===== config.mk =====
export PLATFORM = sky130hd
export DESIGN_NAME = free_list_alloc
export DESIGN_NICKNAME = d
export VERILOG_FILES = /design/src/rtl/free_list_pkg.sv /design/src/rtl/pri_enc_lsb.sv /design/src/rtl/free_list_alloc.sv
export SDC_FILE = /design/constraint.sdc
export NUM_CORES = 1
export LEC_CHECK = 0
export CORE_MARGIN = 1.5
export CORE_UTILIZATION = 42
export CTS_CLUSTER_SIZE = 14
export DETAILED_ROUTE_END_ITERATION = 7
export PLACE_DENSITY_LB_ADDON = 0.05
export REMOVE_ABC_BUFFERS = 1
export SYNTH_ARGS = -nofsm -noshare
export SYNTH_HDL_FRONTEND = slang
export SYNTH_SLANG_ARGS = --single-unit

===== constraint.sdc =====
create_clock -name clk -period 3.1 [get_ports clk]
set_input_delay 0.62 -clock clk [delete_from_list [all_inputs] [get_ports clk]]
set_output_delay 0.62 -clock clk [all_outputs]
set_load 0.05 [all_outputs]

===== src/rtl/free_list_pkg.sv =====
// Shared helpers for the free-list allocator: one-hot decode, popcount and the
// reset pattern that marks the RESET_BUSY reserved entries as busy.
package free_list_pkg;

    localparam int MAX_N = 64;
    typedef logic [MAX_N-1:0] vec_t;

    function automatic vec_t onehot(input int idx, input int n);
        vec_t v;
        v = '0;
        for (int i = 0; i < MAX_N; i++) begin
            if (i == idx && i < n) v[i] = 1'b1;
        end
        return v;
    endfunction

    function automatic int popcount(input vec_t v);
        int c;
        c = 0;
        for (int i = 0; i < MAX_N; i++) begin
            c += int'(v[i]);
        end
        return c;
    endfunction

    // Bit i is set for entries free out of reset: RESET_BUSY <= i < n.
    function automatic vec_t reset_mask(input int reset_busy, input int n);
        vec_t v;
        v = '0;
        for (int i = 0; i < MAX_N; i++) begin
            if (i >= reset_busy && i < n) v[i] = 1'b1;
        end
        return v;
    endfunction

endpackage


===== src/rtl/pri_enc_lsb.sv =====
// Lowest-set-bit priority encoder: multi-hot vector to binary index plus valid.
// Index is 0 when no bit is set.
module pri_enc_lsb #(
    parameter int N = 8,
    localparam int IW = $clog2(N)
) (
    input  logic [N-1:0]  vec,
    output logic [IW-1:0] idx,
    output logic          valid
);

    // Scan from the top down so the lowest set bit is the last one written.
    always_comb begin
        // NOTE: default every combinational output first so no path leaves it unassigned (no latch).
        idx   = '0;
        valid = |vec;
        for (int i = N - 1; i >= 0; i--) begin
            if (vec[i]) idx = IW'(i);
        end
    end

endmodule


===== src/rtl/free_list_alloc.sv =====
// Free-list allocator: registered free bit-vector handing out the lowest free entry.
// Optional sticky illegal-operation checker enabled by defining FREE_LIST_CHECK_EN.
module free_list_alloc
    import free_list_pkg::*;
#(
    parameter int N          = 8,
    parameter int RESET_BUSY = 0,
    localparam int IW = $clog2(N),
    localparam int CW = $clog2(N + 1)
) (
    input  logic          clk,
    input  logic          rst,
    output logic          alloc_valid,
    output logic [IW-1:0] alloc_idx,
    input  logic          alloc_en,
    input  logic          free_en,
    input  logic [IW-1:0] free_idx,
    input  logic          flush,
    output logic [CW-1:0] free_count,
    output logic          err
);

    localparam logic [N-1:0] RESET_VAL = N'(reset_mask(RESET_BUSY, N));

    logic [N-1:0] free_q;
    logic [N-1:0] free_d;
    logic [N-1:0] alloc_mask;
    logic [N-1:0] ret_mask;
    logic         alloc_fire;
    logic         free_legal;

    pri_enc_lsb #(.N(N)) u_enc (
        .vec   (free_q),
        .idx   (alloc_idx),
        .valid (alloc_valid)
    );

    assign alloc_fire = alloc_en && alloc_valid;
    // Reserved entries never join the pool, so returning one is dropped.
    assign free_legal = free_en && RESET_VAL[free_idx];
    assign alloc_mask = alloc_fire ? N'(onehot(int'(alloc_idx), N)) : '0;
    assign ret_mask   = free_legal ? N'(onehot(int'(free_idx), N)) : '0;

    // Set is applied after clear so a same-index alloc/free leaves the bit free.
    always_comb begin
        free_d = (free_q & ~alloc_mask) | ret_mask;
        if (flush) free_d = RESET_VAL;
    end

    always_ff @(posedge clk) begin
        // NOTE: sequential state uses non-blocking assignment so every flop samples pre-edge values.
        if (rst) free_q <= RESET_VAL;
        else     free_q <= free_d;
    end

    assign free_count = CW'(popcount(vec_t'(free_q)));

`ifdef FREE_LIST_CHECK_EN
    logic err_q;
    logic illegal;

    assign illegal = !flush &&
                     ((free_en && free_q[free_idx]) ||
                      (alloc_en && !alloc_valid) ||
                      (free_en && !RESET_VAL[free_idx]));

    always_ff @(posedge clk) begin
        if (rst) err_q <= 1'b0;
        else     err_q <= err_q | illegal;
    end

    assign err = err_q;
`else
    assign err = 1'b0;
`endif

endmodule

Word-level counts from Yosys, hierarchy flattened. Memories as Yosys holds them, arrays and structs flattened. Cells that the tools add are included.

Add/subtract/negate cells: 7. $lt $le $gt $ge: 1. Eq/ne operators: 14. Mux-type cells: 27. Bitwise operators: 3. Reductions and logical operators: 6.

Operators by type and width (number): $add A4 B2 Y4 (6); $eq A3 B3 Y1 const A (8); $mux W3 (8); $mux W1 (17); $mux W8 (2); $eq A2 B3 Y1 const A (4); $and A8 B8 Y8 (1); $not A8 Y8 (1); $or A8 B8 Y8 (1); $reduce_or A8 Y1 (1); $eq A1 B3 Y1 const A (2); $logic_not A3 Y1 (2); $lt A3 B4 Y1 const B (1); $add A1 B1 Y2 (1); $logic_and A1 B1 Y1 (2); $reduce_or A2 Y1 (1).

Flip-flop bits (word level): 8. ROM bits: 8. Input port bits: 8. Memories kept: 1.

Memory list: (no name shown) (depth 8, width 1, read ports 1, clocked after Yosys merged registers in 0, write ports 0, RTL line free_list_alloc.sv:40) `assign free_legal = free_en && RESET_VAL[free_idx];`.

Depth between registers and ports, before layout. Gate-level depths: netlist of the first run.

Depth in word-level cells: 14. Mapped depth: 8. Depth with buffers taken out: 8.

Modules after synthesis. A second synthesis of the first run with hierarchy kept.

Cells, all modules: 72. Area, all modules: 609.3 um^2.

Modules (own cells, without submodules): free_list_alloc (instances 1, cells an instance 59, area an instance 528.0 um^2, seq. area each 160.2 um^2); pri_enc_lsb (instances 1, cells an instance 13, area an instance 81.3 um^2, seq. area each 0.0 um^2).

Worst setup path after synthesis of the first run. Ideal clock, no wire load.

Path type: reg2out. Start point: register free_q[2]. End point: output port free_count[2]. Data arrival time: 3089 ps. Data required time: 2480 ps. Setup slack: -609 ps. Cell stages (with the launch flop): 7. Path through: dfxtp_1 inv_1 fa_1 fa_1 fa_1 fa_1 xnor2_1.

Longest elaborated chain between the ends: 6.

RTL lines: start: declaration (RTL line free_list_alloc.sv:25) `logic [N-1:0] free_q;`; start signal: assignment (RTL line free_list_alloc.sv:53) `else free_q <= free_d;`; $add A4 B2 Y4 (6 in series) (RTL line free_list_pkg.sv:21) `c += int'(v[i]);`; end: declaration (RTL line free_list_alloc.sv:19) `output logic [CW-1:0] free_count,`.

No other way between the ends.

Final worst setup path of the first run.
Start point: register free_q[5]. End point: output port free_count[2].

Longest elaborated chain between the ends: 3.

RTL lines (RTL line): $add A4 B2 Y4 (3 in series) (free_list_pkg.sv:21).

No other way between the ends.

==> impl_results.md, run 1 <==
* Largest net degree at the start of global routing at 9
* Post-synthesis cell count at 76
* Share of cells above drive strength 1 at 25.3%
* Area after DPL at slightly above 900 um^2
* Setup TNS at -0.492 ns
* Biggest area consumer among synthesized cells: dfxtp_1
* Post-route cell area at roughly 950 um^2
* Max reg flops at 8
* R2R setup slack at between 1.5 and 2 ns
* R2r worst-path depth at 4
* I/O Pins at 17
* Startpoint types: flip-flop
* Yosys reg bits at 8
* Height of the die at 42.6 um
* Mapped cell area at between 600 and 700 um^2
* ANT cells at 0
* Final net count at ~120
* DRT antenna net count at 0
* R2R Path Start: free_q[3]
* Filler cells at ~120
* Yosys cell types at 28
* Worst EP required at roughly 2.5 ns
* Area Overhead vs Synth at 43.6%
* Internal power at 181 uW
* Final wirelength at 1520 um
* Min Tclk post-route at 3.36 ns
* Peak VDD IR at 0.159 mV
* Pwr/cell area at 274 mW/mm^2
* Clock Latency Late Sink at approximately 0.27 ns
* Clock power share at between 30% and 40%
* CTS Root Cell: clkbuf_4
* Critical path class: reg -> out
* DRT Pass-1 Iters at 4
* DP Cell Count at roughly 110
* FF-to-FF End: free_q[7]
* Sequential power share at ~40%
* Synth warn at 0
* Final setup margin at -0.258 ns
* Drt drc at 0
* Crit-path cells: inv_2, fa_1, fa_1, fa_2, fa_2, xnor2_2, buf_12
* Status: finished, violations left
* Crit. Startpoint: free_q[5]
* Die W at roughly 43 um
* Fin crit share at 108%
* Commonest non-fill, non-tap cells in the layout: inv_1 (13), clkdlybuf4s50_1 (11), o21ai_0 (8), dfxtp_1 (7), buf_4 (7)
* CTS tree: yes
* Failing checks: setup timing
* Core Rows at 14
* Routed len/inst at roughly 13 um
* Total power at around 260 uW
* Sequential area share after synthesis at 24.3%
* Vias at about 630
* Comb pwr share at 27.5%
* Fmax at 0.298 GHz
* Hold crit path type: reg -> reg
* I/O Buffers at 15
* GRT overflow at 0
* CP arrival at about 2.7 ns
* Leak Pwr at approximately 0.45 nW
* Crit path max-delay family: adder cells
* Hold Fails Final Rpt at 0
* WP buf/inv at 2
* Post-route insts no fill at 115
* Crit. path cell count at 7
* Post-DP HPWL at 1220 um
* Total of max-cap violations at 0
* Via density at around 5.4
* Placement Setup Slack at -0.158 ns
* Commonest non-fill, non-tap cell in the layout: inv_1
* Clock-pin slew on the worst setup and hold paths at 0.06 ns
* Max stage delay on crit path at between 0.5 and 0.6 ns
* RSZ-0062 raised after global routing: yes
* First-pass GRT wire length at roughly 2600 um
* Initial core utilization at 44.3%
* GRT Util Overall at approximately 20%
* Number of buffers created by CTS at 3
* Placer Congestion at 0.806
* Register with the most flip-flops: free_q
* Vias in the first global route at between 500 and 600
* Share of the synthesized area in the top cell type at between 20% and 30%
* Post CTS Setup Buffer Count at 0
* Iteration-0 DRC Markers at 3
* Mean Syn Cell Area at between 8 and 9 um^2
* Most area-consuming cells after synthesis: dfxtp_1 (24%), fa_1 (12%), ha_1 (9.5%), inv_1 (8.5%), o21ai_0 (6.1%)
* CP endpoint: free_count[2]
* Worst-path fanout max at 2
* Slowest-stage cell, CP: fa_1
* Initial antenna violation count at 0
* CTS H-Tree Depth at 1
* P_sw at roughly 78 uW
* Max-slew violation count at 0
* Clock Sink Count at 8
* Final setup fails at 2
* Clk buf depth at 2
* Sw frac at a little under a third
* Core area at approximately 0.0015 mm^2
* Worst Clk Skew at slightly below 0.007 ns
* Largest regs: free_q: 8 flops
* CP endpoint kind: output port
* Die area at between 0.0015 and 0.002 mm^2
[repair_timing]
item                       in CTS  in global routing
resized for setup               6                  0
hold buffers                    0                  0
setup endpoints to repair       3                  3
pin swaps                       3                  1
[power groups by stage]
stage | combinational [mW] | clock [mW] | sequential (mW)
after floorplan | 0.0346 | 0 | 0.107
after global placement | 0.0693 | 0 | 0.106
after detailed placement | 0.0698 | 0 | 0.106
after CTS | 0.0715 | 0.0866 | 0.104
after global routing | 0.0763 | 0.0898 | 0.104
final | 0.0713 | 0.0837 | 0.104
[how the worst min path moves through the flow]
stage	cells after the start	from	end	slack (ns)
6_report	2	free_q[0]	free_q[0]	0.53
5_1_grt	2	free_q[0]	free_q[0]	0.58
4_1_cts	2	free_q[0]	free_q[0]	0.53
3_5_place_dp	2	free_q[0]	free_q[0]	0.52
3_3_place_gp	2	free_q[1]	free_q[1]	0.52
2_1_floorplan	1	free_q[7]	free_q[7]	0.51
[cell usage after synthesis]
| master | count |
|---|---|
| and2_1 | 1 |
| or3b_2 | 1 |
| nor2_1 | 2 |
| or2_2 | 1 |
| xnor2_1 | 1 |
| a31oi_1 | 3 |
| ha_1 | 5 |
| o21ai_0 | 8 |
| nor2b_1 | 6 |
| a311oi_1 | 1 |
| a21oi_1 | 3 |
| dfxtp_1 | 8 |
| o21a_1 | 1 |
| fa_1 | 4 |
| a221oi_1 | 2 |
| nand4_1 | 1 |
| buf_4 | 1 |
| a31o_2 | 1 |
| clkbuf_1 | 1 |
| a21o_1 | 1 |
| a211o_1 | 2 |
| conb_1 | 1 |
| a221o_1 | 1 |
| nand3_1 | 2 |
| o2111ai_1 | 1 |
| nor4_2 | 1 |
| inv_1 | 15 |
| nor4_4 | 1 |
[metrics by stage]
stage,utilization (%),hold slack [ns]
2_1_floorplan,-,0.511
3_3_place_gp,61.2,0.520
3_5_place_dp,61.2,0.521
4_1_cts,63.6,0.529
5_1_grt,63.6,0.579
6_report,63.6,0.527
[worst reg2reg max path, stage by stage (launching register included)]
cell and delay (ns):
dfxtp_1 0.30, buf_4 0.14, nor4_4 0.33, o2111ai_1 0.20, a211o_1 0.32
[area by class of cell]
class | count | area (um^2) | area share (%)
Multi-Input combinational cell | 51 | 444 | 46.9
Clock buffer | 3 | 22.5 | 2.38
Inverter | 15 | 56.3 | 5.94
Sequential cell | 8 | 161 | 17.0
Tap cell | 16 | 20.0 | 2.11
Timing Repair Buffer | 22 | 243 | 25.6
[routing by layer]
metal  global-route usage (%)  wire, um  up-vias
met5                        0         0        -
met4                     9.38        36        0
met3                     6.47        63        4
met2                     29.1       720       10
met1                     25.3       701      302
li1                         -         -      309
[logic make-up after synthesis]
group                    after synthesis  synth area share, %
AO/OA/AOI/OAI                         24                 24.3
XOR/XNOR                               1                 1.33
adder cells (fa/ha/maj)                9                 21.6
buffers and inverters                 17                 10.2
flip-flops                             8                 24.3
other                                  1                0.569
AND/OR/NAND/NOR                       16                 17.6
No activity file was read; power rests on OpenSTA's default activity.
==> inputs of run 2 (changes only) <==
- RECOVER_POWER: default -> 25
- SLEW_MARGIN: default -> 40
==> run 2 against run 1 <==
Net effect: the run still ends with setup timing left; setup slack is essentially flat; count of clock-buffer cells in the layout is the same; power shrank 0.18%; critical path type unchanged; via count is the same; first-iteration DRC count is the same; global-route usage is the same.
==> impl_results.md, run 2 (synthesis gave the netlist of run 1 again) <==
* DRT Pass-1 Iters at 4
* First-pass GRT wire length at around 2600 um
* I/O Pins at 17
* Startpoint types: flip-flop
* CTS Root Cell: clkbuf_4
* Number of buffers created by CTS at 3
* Largest net degree at the start of global routing at 9
* Total of max-cap violations at 0
* Post-DP HPWL at roughly 1200 um
* Final setup margin at -0.258 ns
* Core area at between 0.001 and 0.0015 mm^2
* CTS Hold Buffers Added at 0
* Die area at about 0.0018 mm^2
* I/O Buffers at 15
* Area after DPL at just over 900 um^2
* Hold Fails Final Rpt at 0
* Worst-path fanout max at 2
* Total power at approximately 260 uW
* Critical path class: reg -> out
* Failing checks: setup timing
* Min Tclk post-route at about 3.4 ns
* Placer Congestion at a little over 0.8
* DP Cell Count at around 110
* Final wirelength at ~1500 um
* CTS H-Tree Depth at 1
* Largest regs: free_q: 8 flops
* Vias in the first global route at 594
* Via density at 5.43
* Initial antenna violation count at 0
* Clock-pin slew on the worst setup and hold paths at 0.06 ns
* Pwr/cell area at 273 mW/mm^2
* Final setup fails at 2
* GRT overflow at 0
* Post-route insts no fill at roughly 120
* Drt drc at 0
* Commonest non-fill, non-tap cell in the layout: inv_1
* Core Rows at 14
* Max reg flops at 8
* CP endpoint kind: output port
* DRT antenna net count at 0
* Commonest non-fill, non-tap cells in the layout: inv_1 (13), clkdlybuf4s50_1 (10), o21ai_0 (8), dfxtp_1 (7), buf_4 (7)
* Area Overhead vs Synth at 43.6%
* Initial core utilization at between 40 and 50%
* Iteration-0 DRC Markers at 3
* Fmax at about 0.3 GHz
* Clock Latency Late Sink at between 0.2 and 0.3 ns
* Peak VDD IR at approximately 0.16 mV
* Final net count at ~120
* Post CTS Setup Buffer Count at 0
* CTS tree: yes
* Post-route cell area at roughly 950 um^2
* Max-slew violation count at 0
* Worst Clk Skew at around 0.007 ns
* RSZ-0062 raised after global routing: yes
* Height of the die at roughly 43 um
* Vias at around 630
* Clk buf depth at 2
* Clock Sink Count at 8
* Register with the most flip-flops: free_q
* Worst EP required at approximately 2.5 ns
* Routed len/inst at ~13 um
* Fin crit share at 108%
* Hold crit path type: reg -> reg
* GRT Util Overall at 19.6%
* CP arrival at around 2.7 ns
* Final Util at between 60 and 70%
* Die W at 42.6 um
* Status: finished, violations left
* Leak Pwr at roughly 0.44 nW
* ANT cells at 0
* Share of cells above drive strength 1 at between 20% and 30%
-- run 2: what timing repair did --
item,4_1_cts,5_1_grt
cloned,0,0
endpoints found under the setup margin,3,3
gates resized for setup,6,0
pin swaps,3,1
-- run 2: metrics by stage --
stage / hold WS (ns) / setup slack, ns / TNS (ns)
final: 0.527 / -0.258 / -0.492
after global routing: 0.579 / -0.336 / -0.680
after CTS: 0.529 / -0.269 / -0.517
after detailed placement: 0.521 / -0.158 / -0.201
after global placement: 0.520 / -0.109 / -0.109
after floorplan: 0.511 / -0.609 / -0.747
-- run 2: routing by layer --
metal  GRT usage (%)  vias up  routed length (um)
li1                -      309                   -
met1            25.3      302                 701
met2            29.1       10                 720
met3            6.47        4                  63
met4            9.38        0                  36
met5               0        -                   0
-- run 2: path summary, 6_finish.rpt --
kind	end	start	slack [ns]	cells after the start
min reg2reg	free_q[0]	free_q[0]	0.53	2
max	free_count[2]	free_q[5]	-0.26	7
min	free_q[0]	free_q[0]	0.53	2
max reg2reg	free_q[7]	free_q[3]	1.70	4
-- run 2: layout make-up --
cell class                 instances  area, um^2
tap                               16        20.0
fill                             123         542
multi-input combinational         51         444
timing repair buffer              22         243
inverter                          15        56.3
clock buffer                       3        22.5
sequential                         8         161
-- run 2: critical path, cell delays in order (launching register included) --
cell     delay, ns
dfxtp_2       0.33
inv_2         0.04
fa_1          0.56
fa_1          0.44
fa_2          0.37
fa_2          0.37
xnor2_2       0.21
buf_12        0.17
-- run 2: power breakdown --
part	internal, mW	switching [mW]	leakage (nW)	total, mW
registers	0.104	0.000417	0.0644	0.104
clock network	0.0445	0.0392	0.0138	0.0837
logic	0.0326	0.0382	0.366	0.0709
==> inputs of run 3 (changes only) <==
- REMOVE_ABC_BUFFERS: 1 -> default
==> run 3 against run 2 <==
Net effect: the run still ends with setup timing left; register-to-register slack got worse by 0.03 ns; first-iteration DRC count grew to 3.0 times the previous value; sequential power barely moved; core utilization up 1.3 points; non-clock buffer count unchanged; final cell count up 0.87%; global-route usage down 0.75 points; count of clock-buffer cells in the layout rose by 1; via count up 1.9%; flip-flop and latch count unchanged; clock skew is 0.0047 ns lower; power grew 1.9%.
==> impl_results.md, run 3 (synthesis gave the netlist of run 1 again) <==
* Status: finished, violations left
* Failing checks: setup timing
* FF-to-FF End: free_q[7]
* Total of max-cap violations at 0
* RSZ-0062 raised after global routing: yes
* Actual slew at the worst max-slew pin at about 0.5 ns
* Area after DPL at ~940 um^2
* Commonest non-fill, non-tap cell in the layout: inv_1
* I/O Buffers at 15
* I/O Pins at 17
* Max-slew violation count at 0
* Routed len/inst at roughly 13 um
* CTS Root Cell: clkbuf_4
* Register with the most flip-flops: free_q
* Core area at 0.00149 mm^2
* Initial antenna violation count at 0
* Hold Path End: free_q[1]
* Critical path class: reg -> out
* GRT overflow at 0
* Hold path cells at 2
* CTS Hold Buffers Added at 0
* R2r worst-path depth at 4
* Commonest non-fill, non-tap cells in the layout: inv_1 (11), clkdlybuf4s50_1 (10), o21ai_0 (8), buf_4 (7), nor2b_1 (6)
* CTS H-Tree Depth at 1
* Largest net degree at the start of global routing at 9
* Clk buf depth at 2
* Final net count at about 120
* Via density at between 5 and 6
* Max stage delay on crit path at ~0.55 ns
* Share of cells above drive strength 1 at around 28%
* Placer Congestion at 0.822
* Final wirelength at 1490 um
* Worst-path fanout max at 2
* Syn_nets at a little over 90
* Iteration-0 DRC Markers at 9
* Fin crit share at 107%
* Post-route cell area at ~970 um^2
* Worst EP required at around 2.5 ns
* R2R Path Start: free_q[3]
* Pwr/cell area at ~270 mW/mm^2
* Total power at 264 uW
* Height of the die at 42.6 um
* WP buf/inv at 2
* Post-DP HPWL at roughly 1200 um
* Worst Clk Skew at approximately 0.0022 ns
* Worst hold start: free_q[1]
* CTS tree: yes
* Drt drc at 0
* Startpoint types: flip-flop
* DRT antenna net count at 0
* Vias in the first global route at 615
* Largest regs: free_q: 8 flops
* Slowest-stage cell, CP: fa_1
* Fmax at 0.300 GHz
* CP endpoint kind: output port
* CP arrival at 2.71 ns
* Crit-path cells: inv_2, fa_1, fa_1, fa_2, fa_2, xnor2_4, buf_12
* Vias at around 640
* Min Tclk post-route at approximately 3.3 ns
* Final setup fails at 2
* First-pass GRT wire length at between 2000 and 3000 um
* Core Rows at 14
* Die area at around 0.0018 mm^2
* R2R setup slack at 1.67 ns
* Initial core utilization at 44.3%
* Number of buffers created by CTS at 3
* Hold crit path type: reg -> reg
* Max reg flops at 8
* Clock-pin slew on the worst setup and hold paths at 0.06 ns
* Peak VDD IR at 0.182 mV
* Post CTS Setup Buffer Count at 0
* Fin Hold WS at 0.525 ns
* ANT cells at 0
* Die W at 42.6 um
* Leak Pwr at between 0.4 and 0.5 nW
* Crit path max-delay family: adder cells
* Clock Latency Late Sink at about 0.26 ns
* GRT Util Overall at between 10% and 20%
* Final setup margin at -0.231 ns
* Worst slew margin at around two thirds
* Area Overhead vs Synth at 46.7%
* DRT Pass-1 Iters at 4
* Hold Fails Final Rpt at 0
* Clock Sink Count at 8
==> run 3: cell types whose count changed in the layout (fill, tap and decap cells not counted) <==
cell      before  now
clkbuf_1       0    1
dfxtp_1        7    5
dfxtp_2        1    2
dfxtp_4        0    1
inv_1         13   11
inv_2          2    4
xnor2_2        1    0
xnor2_4        0    1
==> run 3: how the worst max path moves through the flow <==
stage / startpoint / endpoint / slack (ns) / cells after the start
3_3_place_gp: free_q[5] / free_count[2] / -0.03 / 7
6_report: free_q[5] / free_count[2] / -0.23 / 7
4_1_cts: free_q[5] / free_count[2] / -0.24 / 7
2_1_floorplan: free_q[5] / free_count[2] / -0.09 / 6
3_5_place_dp: free_q[5] / free_count[2] / -0.08 / 7
5_1_grt: free_q[5] / free_count[2] / -0.32 / 7
==> run 3: cell type report <==
| class | instances | area (um^2) |
|---|---|---|
| timing repair buffer | 22 | 243 |
| sequential | 8 | 166 |
| multi-input combinational | 51 | 455 |
| clock buffer | 4 | 26.3 |
| tap | 16 | 20.0 |
| fill | 124 | 522 |
| inverter | 15 | 56.3 |
==> run 3: through the flow <==
stage | util, % | TNS (ns) | setup WS [ns] | instances
after floorplan | - | -0.140 | -0.0915 | 76
after global placement | 63.2 | -0.0412 | -0.0287 | 112
after detailed placement | 63.2 | -0.127 | -0.0777 | 112
after CTS | 65.0 | -0.471 | -0.238 | 116
after global routing | 65.0 | -0.679 | -0.318 | 116
final | 65.0 | -0.459 | -0.231 | 116
==> run 3: timing repair <==
action,CTS,global route
endpoints found under the setup margin,3,3
pin swaps,3,0
resized for setup,1,0
==> run 3: routing by layer <==
layer	wire length, um	up-vias	GRT usage, %
li1	-	311	-
met1	604	298	20.9
met2	778	24	31.5
met3	83	4	4.31
met4	23	0	12.5
met5	0	-	0
==> run 3: where the power goes <==
| group | total (mW) | switching, mW | internal, mW |
|---|---|---|---|
| Sequential | 0.103 | 0.000431 | 0.103 |
| Clock | 0.0884 | 0.0389 | 0.0495 |
| Combinational | 0.0721 | 0.0386 | 0.0335 |
| Total | 0.264 | 0.0779 | 0.186 |
==> run 3: worst reg2reg max path, stage by stage (launching register included) <==
cell,delay [ns]
dfxtp_2,0.32
buf_4,0.14
nor4_4,0.34
o2111ai_1,0.20
a211o_1,0.32
